**config.mk**
```make
export PLATFORM = sky130hd
export DESIGN_NAME = sample_stream_fifo_flat
export DESIGN_NICKNAME = d
export VERILOG_FILES = /design/src/rtl/sample_stream_fifo_if.sv /design/src/rtl/sample_stream_fifo.sv /design/src/flat_wrapper.sv
export SDC_FILE = /design/constraint.sdc
export NUM_CORES = 1
export LEC_CHECK = 0
export ABC_CLOCK_PERIOD_IN_PS = 2450
export BUFFER_PORTS_ARGS = -buffer_cell sky130_fd_sc_hd__clkbuf_2
export CAP_MARGIN = 20
export CORE_MARGIN = 2
export CORE_UTILIZATION = 45
export CTS_BUF_LIST = sky130_fd_sc_hd__clkbuf_2 sky130_fd_sc_hd__clkbuf_4 sky130_fd_sc_hd__clkbuf_8
export CTS_CLUSTER_DIAMETER = 120
export DETAILED_ROUTE_END_ITERATION = 12
export GPL_ROUTABILITY_DRIVEN = 0
export PLACE_DENSITY = 0.69
export SLEW_MARGIN = 20
export SYNTH_ARGS = -nofsm -noshare
export SYNTH_HDL_FRONTEND = slang
export SYNTH_SLANG_ARGS = --single-unit
```
**constraint.sdc**
```tcl
create_clock -name clk -period 2.45 [get_ports clk]
set_input_delay 0.245 -clock clk [delete_from_list [all_inputs] [get_ports clk]]
set_output_delay 0.245 -clock clk [all_outputs]
set_load 0.05 [all_outputs]
```
**src/rtl/sample_stream_fifo_if.sv**
```systemverilog
`default_nettype none
// ============================================================================
// Module   : sample_stream_fifo_if
// Brief    : Ready/valid stream, flush and status bundle for sample_stream_fifo
// Revision : 1.0
// ============================================================================
interface sample_stream_fifo_if #(
    parameter int DATA_WIDTH  = 8,
    parameter int DEPTH       = 4,
    parameter int COUNT_WIDTH = 16
);
    logic                           flush;
    logic                           stream_in_valid;
    logic                           stream_in_ready;
    logic [DATA_WIDTH-1:0]          stream_in_data;
    logic                           stream_out_valid;
    logic                           stream_out_ready;
    logic [DATA_WIDTH-1:0]          stream_out_data;
    logic [$clog2(DEPTH+1)-1:0]     level;
    logic                           almost_full;
    logic [COUNT_WIDTH-1:0]         xfer_count;

    // The FIFO itself is the slave; the source/sink environment is the master.
    modport slave (
        input  flush,
        input  stream_in_valid,
        input  stream_in_data,
        input  stream_out_ready,
        output stream_in_ready,
        output stream_out_valid,
        output stream_out_data,
        output level,
        output almost_full,
        output xfer_count
    );

    modport master (
        output flush,
        output stream_in_valid,
        output stream_in_data,
        output stream_out_ready,
        input  stream_in_ready,
        input  stream_out_valid,
        input  stream_out_data,
        input  level,
        input  almost_full,
        input  xfer_count
    );
endinterface
`default_nettype wire

```
**src/rtl/sample_stream_fifo.sv**
```systemverilog
`default_nettype none
// ============================================================================
// Module   : sample_stream_fifo
// Brief    : Parametrised ready/valid FIFO with flush, occupancy and a
//            wrapping output-transfer counter.
// Revision : 1.0
// ============================================================================
module sample_stream_fifo #(
    parameter int DATA_WIDTH  = 8,
    parameter int DEPTH       = 4,
    parameter int AF_THRESH   = 3,
    parameter int COUNT_WIDTH = 16
) (
    input  logic                  clk,
    input  logic                  reset_n,
    sample_stream_fifo_if.slave   s_bus
);

    localparam int c_PTR_W = $clog2(DEPTH);
    localparam int c_LVL_W = $clog2(DEPTH + 1);

    localparam logic [c_LVL_W-1:0] c_FULL_LVL = c_LVL_W'(DEPTH);
    localparam logic [c_LVL_W-1:0] c_AF_LVL   = c_LVL_W'(AF_THRESH);
    localparam logic [c_LVL_W-1:0] c_LVL_ONE  = c_LVL_W'(1);
    localparam logic [c_PTR_W-1:0] c_LAST_PTR = c_PTR_W'(DEPTH - 1);
    localparam logic [c_PTR_W-1:0] c_PTR_ONE  = c_PTR_W'(1);

    logic [DATA_WIDTH-1:0]  r_mem [DEPTH];
    logic [c_PTR_W-1:0]     r_wr_ptr;
    logic [c_PTR_W-1:0]     r_rd_ptr;
    logic [c_LVL_W-1:0]     r_level;
    logic [COUNT_WIDTH-1:0] r_xfer_count;

    logic                   w_in_ready;
    logic                   w_out_valid;
    logic                   w_push;
    logic                   w_pop;
    logic [c_PTR_W-1:0]     w_wr_ptr_inc;
    logic [c_PTR_W-1:0]     w_rd_ptr_inc;
    logic [c_PTR_W-1:0]     w_wr_ptr_nxt;
    logic [c_PTR_W-1:0]     w_rd_ptr_nxt;
    logic [c_LVL_W-1:0]     w_level_nxt;
    logic [COUNT_WIDTH-1:0] w_xfer_count_nxt;

    // Handshake qualifiers depend on registered level and flush only, so the
    // sink's ready never reaches the source's ready combinationally.
    assign w_in_ready  = reset_n & (r_level != c_FULL_LVL) & ~s_bus.flush;
    assign w_out_valid = reset_n & (r_level != '0) & ~s_bus.flush;

    assign w_push = s_bus.stream_in_valid  & w_in_ready;
    assign w_pop  = s_bus.stream_out_ready & w_out_valid;

    assign w_wr_ptr_inc = (r_wr_ptr == c_LAST_PTR) ? '0 : r_wr_ptr + c_PTR_ONE;
    assign w_rd_ptr_inc = (r_rd_ptr == c_LAST_PTR) ? '0 : r_rd_ptr + c_PTR_ONE;

    always_comb begin
        w_wr_ptr_nxt     = r_wr_ptr;
        w_rd_ptr_nxt     = r_rd_ptr;
        w_level_nxt      = r_level;
        w_xfer_count_nxt = r_xfer_count;

        if (w_pop) begin
            w_xfer_count_nxt = r_xfer_count + COUNT_WIDTH'(1);
        end

        if (s_bus.flush) begin
            w_wr_ptr_nxt = '0;
            w_rd_ptr_nxt = '0;
            w_level_nxt  = '0;
        end else begin
            if (w_push) begin
                w_wr_ptr_nxt = w_wr_ptr_inc;
            end
            if (w_pop) begin
                w_rd_ptr_nxt = w_rd_ptr_inc;
            end
            case ({w_push, w_pop})
                2'b10:   w_level_nxt = r_level + c_LVL_ONE;
                2'b01:   w_level_nxt = r_level - c_LVL_ONE;
                default: w_level_nxt = r_level;
            endcase
        end
    end

    always_ff @(posedge clk or negedge reset_n) begin
        if (!reset_n) begin
            r_wr_ptr     <= '0;
            r_rd_ptr     <= '0;
            r_level      <= '0;
            r_xfer_count <= '0;
        end else begin
            r_wr_ptr     <= w_wr_ptr_nxt;
            r_rd_ptr     <= w_rd_ptr_nxt;
            r_level      <= w_level_nxt;
            r_xfer_count <= w_xfer_count_nxt;
        end
    end

    // Storage carries no reset; occupancy alone decides what is meaningful.
    always_ff @(posedge clk) begin
        if (w_push) begin
            r_mem[r_wr_ptr] <= s_bus.stream_in_data;
        end
    end

    assign s_bus.stream_in_ready  = w_in_ready;
    assign s_bus.stream_out_valid = w_out_valid;
    assign s_bus.stream_out_data  = w_out_valid ? r_mem[r_rd_ptr] : '0;
    assign s_bus.level            = r_level;
    assign s_bus.almost_full      = reset_n & (r_level >= c_AF_LVL);
    assign s_bus.xfer_count       = r_xfer_count;

endmodule
`default_nettype wire

```
**src/flat_wrapper.sv**
```systemverilog
// flat-port wrapper written by rule: the top's interface ports become plain ports
module sample_stream_fifo_flat 
#(
    parameter int DATA_WIDTH  = 8,
    parameter int DEPTH       = 4,
    parameter int AF_THRESH   = 3,
    parameter int COUNT_WIDTH = 16
)
  (clk, reset_n, s_bus_flush, s_bus_stream_in_valid, s_bus_stream_in_data, s_bus_stream_out_ready, s_bus_stream_in_ready, s_bus_stream_out_valid, s_bus_stream_out_data, s_bus_level, s_bus_almost_full, s_bus_xfer_count);
  sample_stream_fifo_if #(.DATA_WIDTH(DATA_WIDTH), .DEPTH(DEPTH), .COUNT_WIDTH(COUNT_WIDTH)) s_bus_i ();
  input  logic clk;
  input  logic reset_n;
  input wire logic [$bits(s_bus_i.flush)-1:0] s_bus_flush;
  input wire logic [$bits(s_bus_i.stream_in_valid)-1:0] s_bus_stream_in_valid;
  input wire logic [$bits(s_bus_i.stream_in_data)-1:0] s_bus_stream_in_data;
  input wire logic [$bits(s_bus_i.stream_out_ready)-1:0] s_bus_stream_out_ready;
  output wire logic [$bits(s_bus_i.stream_in_ready)-1:0] s_bus_stream_in_ready;
  output wire logic [$bits(s_bus_i.stream_out_valid)-1:0] s_bus_stream_out_valid;
  output wire logic [$bits(s_bus_i.stream_out_data)-1:0] s_bus_stream_out_data;
  output wire logic [$bits(s_bus_i.level)-1:0] s_bus_level;
  output wire logic [$bits(s_bus_i.almost_full)-1:0] s_bus_almost_full;
  output wire logic [$bits(s_bus_i.xfer_count)-1:0] s_bus_xfer_count;
  assign s_bus_i.flush = s_bus_flush;
  assign s_bus_i.stream_in_valid = s_bus_stream_in_valid;
  assign s_bus_i.stream_in_data = s_bus_stream_in_data;
  assign s_bus_i.stream_out_ready = s_bus_stream_out_ready;
  assign s_bus_stream_in_ready = s_bus_i.stream_in_ready;
  assign s_bus_stream_out_valid = s_bus_i.stream_out_valid;
  assign s_bus_stream_out_data = s_bus_i.stream_out_data;
  assign s_bus_level = s_bus_i.level;
  assign s_bus_almost_full = s_bus_i.almost_full;
  assign s_bus_xfer_count = s_bus_i.xfer_count;
  sample_stream_fifo #(.DATA_WIDTH(DATA_WIDTH), .DEPTH(DEPTH), .AF_THRESH(AF_THRESH), .COUNT_WIDTH(COUNT_WIDTH)) u_core (.clk(clk), .reset_n(reset_n), .s_bus(s_bus_i));
endmodule
```
Word-level counts from Yosys, hierarchy flattened
Memories as Yosys holds them, arrays and structs flattened.
Cells that the tools add are included.
{"block": "classes", "n_addsub": 5, "n_lt_le_gt_ge": 1, "n_eq_ne": 5, "muxes": 11, "bitwise_logic": 8, "reduce_logical": 4}
{"cell": "adder 16 x 1 -> 16 bit (second input constant)", "n": 1}
{"cell": "two-way mux 2 bit", "n": 6}
{"cell": "two-way mux 8 bit", "n": 1}
{"cell": "bitwise AND 1 bit", "n": 7}
{"cell": "equality test 2 bit (second input constant)", "n": 3}
{"cell": "one-hot mux 3 bit (2 select lines)", "n": 1}
{"cell": "nonzero test 3 bit", "n": 2}
{"cell": "adder 2 x 1 -> 2 bit (second input constant)", "n": 2}
{"cell": "nonzero test 2 bit", "n": 2}
{"cell": "adder 3 x 1 -> 3 bit (second input constant)", "n": 1}
{"cell": "greater-or-equal comparator 3 x 2 -> 1 bit (second input constant)", "n": 1}
{"cell": "two-way mux 3 bit", "n": 1}
{"cell": "!= test 3 bit (second input constant)", "n": 1}
{"cell": "subtractor 3 x 1 -> 3 bit (second input constant)", "n": 1}
{"cell": "equality test 2 x 1 -> 1 bit (second input constant)", "n": 1}
{"cell": "two-way mux 1 bit", "n": 2}
{"cell": "NOT 1 bit", "n": 1}
{"block": "word_totals", "regBits": 23, "ramBits": 32, "input_bits": 13, "output_inout_bits": 30, "wordCells": 39, "n_memories": 1}
{"memory": "u_core.r_mem", "depth": 4, "width": 8, "read_ports": 1, "rd_clocked_by_memory_dff": 0, "wr": 1, "line": "sample_stream_fifo.sv:28", "text": "logic [DATA_WIDTH-1:0] r_mem [DEPTH];"}

Logic depth before layout (Yosys ltp)
Gate-level depths: netlist (run 1).
{"block": "depth", "word_depth": 7, "depth_mapped": 10, "ltp_nobuf": 7}

Worst setup path after synthesis (run 1)
No wires, ideal clock.
{"block": "synth_timing", "kind": "register to register", "start": "reg u_core.r_level[2] (netlist: u_core.s_bus.level[2])", "end": "reg u_core.r_level[2] (netlist: u_core.s_bus.level[2])", "arrival_time_ns": 2.614, "required_time_ns": 2.311, "setup_slack_ns": -0.303, "stages_incl_launch_ff": 10, "path_buffers": 3, "path_cell_list": "dfrtp_1 > buf_6 > or3_1 > buf_6 > nand3_4 > buf_2 > nor2_1 > fa_1 > and4_1 > or4_1"}
{"block": "synth_between", "elab_chain_len": 7}
{"item": "start: declaration", "line": "sample_stream_fifo.sv:31", "text": "logic [c_LVL_W-1:0] r_level;"}
{"item": "start signal: assignment", "line": "sample_stream_fifo.sv:94", "text": "r_level <= w_level_nxt;"}
{"item": "!= test 3 bit or nonzero test 3 bit (tied branches)", "line": "sample_stream_fifo.sv:47, sample_stream_fifo.sv:48"}
{"item": "bitwise AND 1 bit (on tied branches) (2 in series)", "line": "sample_stream_fifo.sv:47, sample_stream_fifo.sv:48"}
{"item": "bitwise AND 1 bit (on tied branches)", "line": "sample_stream_fifo.sv:50, sample_stream_fifo.sv:51"}
{"item": "equality test 2 x 1 -> 1 bit or equality test 2 bit (tied branches)", "line": "sample_stream_fifo.sv:77", "text": "case ({w_push, w_pop})"}
{"item": "one-hot mux 3 bit (2 select lines)", "line": "sample_stream_fifo.sv:77"}
{"item": "two-way mux 3 bit", "line": "sample_stream_fifo.sv:66", "text": "if (s_bus.flush) begin"}
Parallel ways exist; a longest one is shown, timed or not.
A chain may end at the register's enable or synchronous reset.

Worst setup path in the final report (run 1)
{"block": "layout_timing", "start": "reg u_core.r_rd_ptr[0]", "end": "out s_bus_stream_out_data[6]"}
{"block": "layout_between", "elab_chain_len": 2}
{"item": "start: declaration", "line": "sample_stream_fifo.sv:30", "text": "logic [c_PTR_W-1:0] r_rd_ptr;"}
{"item": "start signal: assignment", "line": "sample_stream_fifo.sv:93", "text": "r_rd_ptr <= w_rd_ptr_nxt;"}
{"item": "memory (4 x 8 bit)"}
{"item": "two-way mux 8 bit", "line": "sample_stream_fifo.sv:108", "text": "assign s_bus.stream_out_data = w_out_valid ? r_mem[r_rd_ptr] : '0;"}
{"item": "end: declaration", "line": "flat_wrapper.sv:19", "text": "output wire logic [$bits(s_bus_i.stream_out_data)-1:0] s_bus_stream_out_data;"}
No other way between the ends.

==> results of run 1 <==
==> layout by cell type (no fill, tap or decap), types with 4 or more instances in the layout <==
cell type	instances
a21oi_1	5
and2_1	4
and3_1	9
buf_4	7
clkbuf_2	42
clkbuf_8	5
dfrtp_1	20
edfxtp_1	32
ha_1	6
inv_1	4
mux4_2	8
nand2_1	15
nand3_1	6
nor2_1	7
xnor2_1	11
xor2_1	5
==> logic make-up after synthesis <==
group,synth area share
flops,0.6165
xor+xnor,0.05622
compound gates,0.02811
buf+inv,0.02861
simple gates,0.1471
fa+ha+maj,0.03815
mux,0.08534
==> metal layers <==
metal / wire (um) / share of wire
met5: 0 / 0
met1: 2027 / 0.45
met2: 2261 / 0.50
met3: 172 / 0.038
met4: 46 / 0.010
==> stage by stage <==
stage	setup WS [ns]	power (W)	hold WS, ns	utilization
2_1_floorplan	-0.07054	0.001321	-0.05059	-
3_3_place_gp	0.2995	0.001408	0.3601	0.5153
3_5_place_dp	0.2469	0.001414	0.3616	0.5153
4_1_cts	0.1281	0.001911	0.02652	0.5321
5_1_grt	0.06405	0.001975	0.03585	0.5321
6_report	0.1699	0.001889	0.02439	0.5321
==> synthesized netlist by cell type <==
cell type	instances
nor4b_1	1
xor2_1	5
and2_1	4
nor2b_1	1
nor4_2	1
buf_2	3
edfxtp_1	32
nand3b_1	1
buf_6	2
o31ai_1	1
fa_1	1
nand2b_4	1
or3b_2	1
nor4_1	1
nand2_1	15
o32ai_1	1
xnor2_1	11
a22o_1	1
or3_1	2
buf_1	1
and4_1	3
mux4_2	8
ha_1	6
buf_4	2
nand3_4	1
and2b_1	1
a211oi_4	1
or4_1	1
inv_1	4
a21oi_1	5
mux2i_1	1
nor2_1	8
mux2_2	2
nor3_1	3
and3_1	9
nand3_1	6
dfrtp_1	23
nand4_1	3
==> registers in the layout, indices dropped and copies added (netlist names) <==
signal,cells
u_core.s_bus.xfer_count,16
u_core.r_mem,32
u_core.r_rd_ptr,2
u_core.s_bus.level,3
u_core.r_wr_ptr,2
==> final timing paths <==
path / from / to / slack (ns) / depth (start not counted)
worst max register to register: u_core.s_bus.level[0] / u_core.s_bus.level[2] / 0.24 / 7
max in group asynchronous: reset_n / u_core.s_bus.level[2] / 2.17 / 2
min in group clk: s_bus_stream_in_data[7] / u_core.r_mem[2][7] / 0.15 / 1
worst max-delay path: u_core.r_rd_ptr[0] / s_bus_stream_out_data[6] / 0.17 / 3
worst min register to register: u_core.s_bus.xfer_count[15] / u_core.s_bus.xfer_count[15] / 0.48 / 1
worst min-delay path: reset_n / u_core.s_bus.xfer_count[6] / 0.02 / 2
==> power groups by stage <==
| stage | Sequential [W] | Combinational (W) | Clock, W |
|---|---|---|---|
| 6_report | 0.00107 | 0.000322 | 0.000498 |
| 5_1_grt | 0.00108 | 0.000346 | 0.000553 |
| 4_1_cts | 0.00107 | 0.000326 | 0.000516 |
| 3_5_place_dp | 0.00109 | 0.000326 | 0 |
| 3_3_place_gp | 0.00109 | 0.000320 | 0 |
| 2_1_floorplan | 0.00117 | 0.000146 | 0 |
==> area by class of cell <==
class	instances	area (um^2)	area share
Sequential cell	55	1540	0.5322
Multi-Input combinational cell	106	894.6	0.3091
Timing Repair Buffer	49	262.8	0.09079
Tap cell	72	90.09	0.03113
Clock buffer	5	68.82	0.02378
Clock inverter	3	22.52	0.007782
Inverter	4	15.01	0.005188
==> worst reg2reg max path, delay by kind of cell, from the launching register on <==
kind                     cells  cell delay, ns
adder cells (fa/ha/maj)      1            0.38
AND/OR/NAND/NOR              5            1.19
flip-flops                   1            0.48
AO/OA/AOI/OAI                1            0.11
==> out/metrics.yaml, run 1 <==
synth:
  ys_seq_area_frac: 0.6165
  synthCells: 173
  ys_ff_latch: 55
  syn_nets: 193
  avgSynthCellArea_um2: 14.41
  synth_top_area_frac: 0.3855
  synthTopCellsByArea: "edfxtp_1 39%, dfrtp_1 23%, mux4_2 7.2%"
  synth_warnings: 0
  synth_top_area_cell: "edfxtp_1"
  mappedNetlistArea_um2: 2492
  ys_types: 38
floorplanning:
  ios: 43
  start_util: 0.4582
  die_w_um: 78.42
  rows: 27
  die_area_um2: 6150
  core_um2: 5439
  die_y_um: 78.42
global_routing:
  grt_max_degree: 26
  track_usage: 0.1601
  grt_pass1_vias: 1448
  met2_usage: 0.2457
  use_met1: 0.2225
  grt_antenna_before_repair: 0
  grt_pass1_wl_um: 7369
  overflow: 0
  grt_busiest_layer: "met2"
  grt_use_met3: 0.04483
critical_path:
  slowest_delay_ns: 0.73
  worst-path-buf-inv: 1
  worstSetupPathType: "reg -> out"
  critPathTopFamily: "flip-flops"
  cp.arrival_ns: 2.04
  crit_chain: "mux4_2 > and3_1 > clkbuf_2"
  critPathCaptureType: "output pin"
  path_max_fanout: 11
  required_ns: 2.20
  cp-start-kind: "register"
  critPathSlowestCell: "dfrtp_1"
power_and_ir_drop:
  intPower_w: 0.001318
  p_per_area_nw_per_um2: 652.7
  total_leakage_power_nw: 1.224
  p_clk_frac: 0.264
  power_frac_seq: 0.566
  p_sw_w: 0.0005712
  p_comb_frac: 0.171
  swShare: 0.3024
  ir_drop_uv: 291.9
drt:
  first_iter_violations: 100
  routed_via_density: 5.248
  drc: 0
  vias: 1543
  drt_pass1_iterations: 4
  routed_wl_um: 4508
  wl_per_cell_um: 15.33
  ant_nets: 0
cells_and_area:
  syn_to_final_growth_pct: 16.11
  layout-drive-gt1-share: 0.3468
  n_fill_cell: 460
  antenna_cells: 0
  final_cells: 294
  nNetsFinal: 241
  post-route-cell-area_um2: 2894
sta:
  worst_pin_slew_ns: 0.5990
  setup_violations: 0
  finalHoldViolCount: 0
  fin_crit_sh: 0.9306
  rsz0062_at_grt: "false"
  fin_skew_ns: 0.01016
  finalSetupTns_ns: 0
  finalCriticalPeriod_ns: 2.280
  slew_violations: 0
  timing.slew.headroom: 0.6007
  max_freq_ghz: 0.4386
clock_network:
  numClockSinks: 55
  post_cts_buffers: 0
  clkTransAtPathRegs_ns: 0.09
  cts_resized: 0
  htreeDepth: 2
  cts_tree: "built"
  clockRootBuffer: "clkbuf_8"
  clk_path_buf_depth: 2
  ctsHoldBuffers: 0
  clkLatencyLatePin_ns: 0.31
  cts_buffers: 5
placement:
  dp_hpwl_um: 3193
  post-place-cells: 286
  placed_area_um2: 2803
  portBuffers: 42
flow_run:
  cap_viol_max_count: 0
outcome:
  status: "finished clean"
min_path:
  hold_path.class: "in -> async"
(Power assumes the default switching activity.)
==> inputs of run 2 (changes only) <==
--- a/config.mk
+++ b/config.mk
@@ -5,16 +5,17 @@
 export SDC_FILE = /design/constraint.sdc
 export NUM_CORES = 1
 export LEC_CHECK = 0
+export ABC_AREA = 1
 export ABC_CLOCK_PERIOD_IN_PS = 2450
-export BUFFER_PORTS_ARGS = -buffer_cell sky130_fd_sc_hd__clkbuf_2
 export CAP_MARGIN = 20
 export CORE_MARGIN = 2
 export CORE_UTILIZATION = 45
 export CTS_BUF_LIST = sky130_fd_sc_hd__clkbuf_2 sky130_fd_sc_hd__clkbuf_4 sky130_fd_sc_hd__clkbuf_8
 export CTS_CLUSTER_DIAMETER = 120
 export DETAILED_ROUTE_END_ITERATION = 12
+export DONT_BUFFER_PORTS = 1
 export GPL_ROUTABILITY_DRIVEN = 0
-export PLACE_DENSITY = 0.69
+export PLACE_DENSITY = 0.73
 export SLEW_MARGIN = 20
 export SYNTH_ARGS = -nofsm -noshare
 export SYNTH_HDL_FRONTEND = slang
==> out/metrics.yaml, run 2 <==
synth:
  synthTopCellsByArea: "edfxtp_1 36%, dfrtp_1 22%, nand2_1 7.1%"
  mappedNetlistArea_um2: 2639  # +5.9%
  ys_top_cells_by_count: "50 x nand2_1, 48 x nor2_1, 32 x edfxtp_1, 23 x dfrtp_1, 23 x o21ai_0"
  yosys.area_share.xor_xnor: 0.04315  # -0.01308
  synth_warnings: 0  # unchanged
  synthSimpleGateAreaFrac: 0.2248  # +0.07766
  synth_edf_count: 32  # unchanged
  ys_types: 27  # -29%
  synth_top_area_cell: "edfxtp_1"
  synthCells: 269  # +55%
  ys_ff_latch: 55  # unchanged
  synth_mux_area_frac: 0  # -0.08534
  async_flop_share: 0.4182  # unchanged
  synth_compound_area_frac: 0.06354  # +0.03542
  ys_seq_area_frac: 0.5823  # -0.03420
  synthFlopType: "edfxtp_1"
  avgSynthCellArea_um2: 9.810  # -32%
  synth_top_family_by_area: "simple AND/OR/NAND/NOR gates"
  yosysMostFrequentCell: "nand2_1"
  synthAdderAreaFrac: 0.03604  # -0.002117
  syn_nets: 289  # +50%
  synth_top_area_frac: 0.3642  # -0.02139
power_and_ir_drop:
  p_sw_w: 0.001147  # +100%
  swShare: 0.4224  # +0.1200
  p_clk_frac: 0.185  # -0.079
  total_leakage_power_nw: 1.335  # +9.0%
  p_per_area_nw_per_um2: 901.8  # +38%
  p_comb_frac: 0.367  # +0.196
  intPower_w: 0.001568  # +19%
  ir_drop_uv: 386.2  # +32%
  power_w: 0.002715  # +44%
  power_frac_seq: 0.449  # -0.117
outcome:
  status: "finished clean"
critical_path:
  path_max_fanout: 10  # -1
  worstSetupPathType: "reg -> out"
  required_ns: 2.20  # about the same
  cp-start-kind: "register"
  cp.arrival_ns: 1.96  # -0.08 ns
  r2r_setup_slack_ns: 0.52  # +0.28 ns
  critPathSlowestCell: "dfrtp_1"
  r2r_cells: 13  # +6
  r2r_end: "u_core.s_bus.level[2]"
  critPathCaptureType: "output pin"
  slowest_delay_ns: 0.56  # -0.17 ns
  rr_startpoint: "u_core.s_bus.level[2]"
  crit_chain: "clkinv_1 > nor2_1 > o21ai_0 > a21oi_1 > buf_4"
cells_and_area:
  largest_register_ffs: 32  # unchanged
  nNetsFinal: 320  # +33%
  post-route-cell-area_um2: 3010  # +4.0%
  layout-drive-gt1-share: 0.1761  # -0.1708
  antenna_cells: 0  # unchanged
  final_cell_mix: "50 x nand2_1, 48 x nor2_1, 32 x edfxtp_1, 28 x buf_4"
  final_common_cell: "nand2_1"
  n_fill_cell: 488  # +6.1%
  top_register: "u_core.r_mem"
  syn_to_final_growth_pct: 14.08
flow_run:
  cap_viol_max_count: 0  # unchanged
floorplanning:
  start_util: 0.4734  # +0.01515
  rows: 27  # unchanged
  die_area_um2: 6492  # +5.6%
  die_y_um: 80.58  # +2.7%
  die_w_um: 80.58  # +2.7%
  ios: 43  # unchanged
  core_um2: 5574  # +2.5%
sta:
  setup_ws_ns: 0.2470  # +0.07713 ns
  timing.slew.headroom: 0.3410  # -0.2597
  max_freq_ghz: 0.4539  # +3.5%
  finalHoldViolCount: 0  # unchanged
  setup_violations: 0  # unchanged
  fin_crit_sh: 0.8992  # -0.03148
  finalCriticalPeriod_ns: 2.203  # -0.07713 ns
  rsz0062_at_grt: "false"
  slew_violations: 0  # unchanged
  finalSetupTns_ns: 0  # unchanged
  fin_skew_ns: 0.004501  # -0.005658 ns
  worst_pin_slew_ns: 0.9849  # +0.3859 ns
clock_network:
  numClockSinks: 55  # unchanged
  clkLatencyLatePin_ns: 0.30  # about the same
  cts_buffers: 5  # unchanged
  clkTransAtPathRegs_ns: 0.10  # about the same
  htreeDepth: 2  # unchanged
  cts_tree: "built"
  clockRootBuffer: "clkbuf_8"
  clk_path_buf_depth: 2  # unchanged
global_routing:
  use_met1: 0.2318  # +0.009306
  track_usage: 0.1793  # +0.01921
  grt_max_degree: 24  # -7.7%
  grt_antenna_before_repair: 0  # unchanged
  met2_usage: 0.3033  # +0.05764
  grt_busiest_layer: "met2"
  grt_pass1_wl_um: 8776  # +19%
  overflow: 0  # unchanged
  grt_pass1_vias: 1881  # +30%
  grt_use_met3: 0.04382  # -0.001007
drt:
  wl_per_cell_um: 14.37  # -6.3%
  routed_wl_um: 5359  # +19%
  vias: 1901  # +23%
  routed_via_density: 5.097  # -2.9%
  drt_pass1_iterations: 4  # unchanged
  drc: 0  # unchanged
  ant_nets: 0  # unchanged
  first_iter_violations: 130  # +30%
placement:
  place_ws_ns: 0.5503  # +0.3034 ns
  dp_hpwl_um: 3761  # +18%
  portBuffers: 0  # -100%
  placed_area_um2: 2904  # +3.6%
min_path:
  worstHoldEndpoint: "u_core.r_mem[3][3]"
  hold_path.class: "in -> reg"
  min_from: "s_bus_stream_in_data[3]"
  hold_depth: 0
==> run 2: cell types whose count changed after synthesis, moves of 5 or more <==
cell     before  now
inv_1         4   21
nand2_1      15   50
o21ai_0       0   23
nor2_1        8   48
xnor2_1      11    5
and3_1        9    0
nand3_1       6   11
mux4_2        8    0
==> run 2: cell families after synthesis <==
| group | count (synthesis) |
|---|---|
| adders and majority gates | 7 |
| and+or+nand+nor | 129 |
| DFF | 55 |
| buffers and inverters | 32 |
| xor gates and xnor gates | 13 |
| AOI/OAI and AO/OA | 33 |
==> run 2: critical path, delay by kind of cell, from the launching register on <==
family | cells | cell delay (ns)
compound gates | 2 | 0.31
buf+inv | 2 | 0.57
flops | 1 | 0.56
simple gates | 1 | 0.21
==> run 2: worst max-delay path by stage <==
stage,start,end,slack [ns],cells after the start
after floorplan,u_core.s_bus.level[0],u_core.s_bus.level[2],0.33,12
after global routing,u_core.r_rd_ptr[1],s_bus_stream_out_data[7],0.11,5
after global placement,u_core.s_bus.level[2],u_core.s_bus.level[2],0.60,11
final,u_core.r_rd_ptr[1],s_bus_stream_out_data[7],0.25,5
after detailed placement,u_core.s_bus.level[0],u_core.s_bus.level[2],0.55,13
after CTS,u_core.r_rd_ptr[1],s_bus_stream_out_data[7],0.21,5
==> run 2: repair_timing <==
item,in CTS,in global routing
hold buffers,1,1
buffers inserted,0,0
endpoints found under the hold margin,23,23
resized for setup,0,0
==> run 2: per-layer routing <==
metal,share of wire,vias to the layer above
li1,-,941
met1,0.44,919
met2,0.50,39
met3,0.054,2
met4,0.0054,0
met5,0,-
==> run 2: per-stage QoR <==
| stage | utilization | std cells | hold WS (ns) |
|---|---|---|---|
| 5_1_grt | 0.5401 | 373 | 0.009292 |
| 3_5_place_dp | 0.5210 | 363 | -0.05017 |
| 3_3_place_gp | 0.5210 | 363 | -0.05013 |
| 4_1_cts | 0.5392 | 372 | 0.02482 |
| 2_1_floorplan | - | 269 | -0.05059 |
| 6_report | 0.5401 | 373 | 0.03423 |
==> run 2: cell type report <==
cell class | instances | area (um^2) | share of cell area
sequential | 55 | 1536 | 0.5104
multi-input combinational | 182 | 969.7 | 0.3221
timing repair buffer | 30 | 225.2 | 0.07481
inverter | 26 | 97.59 | 0.03242
tap | 72 | 90.09 | 0.02993
clock buffer | 5 | 68.82 | 0.02286
clock inverter | 3 | 22.52 | 0.007481
==> run 2: power by group through the flow <==
stage                     logic [W]  registers [W]  clock network [W]
after detailed placement   0.000987        0.00124                  0
after global placement     0.000966        0.00123                  0
after CTS                   0.00100        0.00122           0.000517
after floorplan            0.000523        0.00145                  0
final                      0.000996        0.00122           0.000501
after global routing        0.00109        0.00124           0.000555
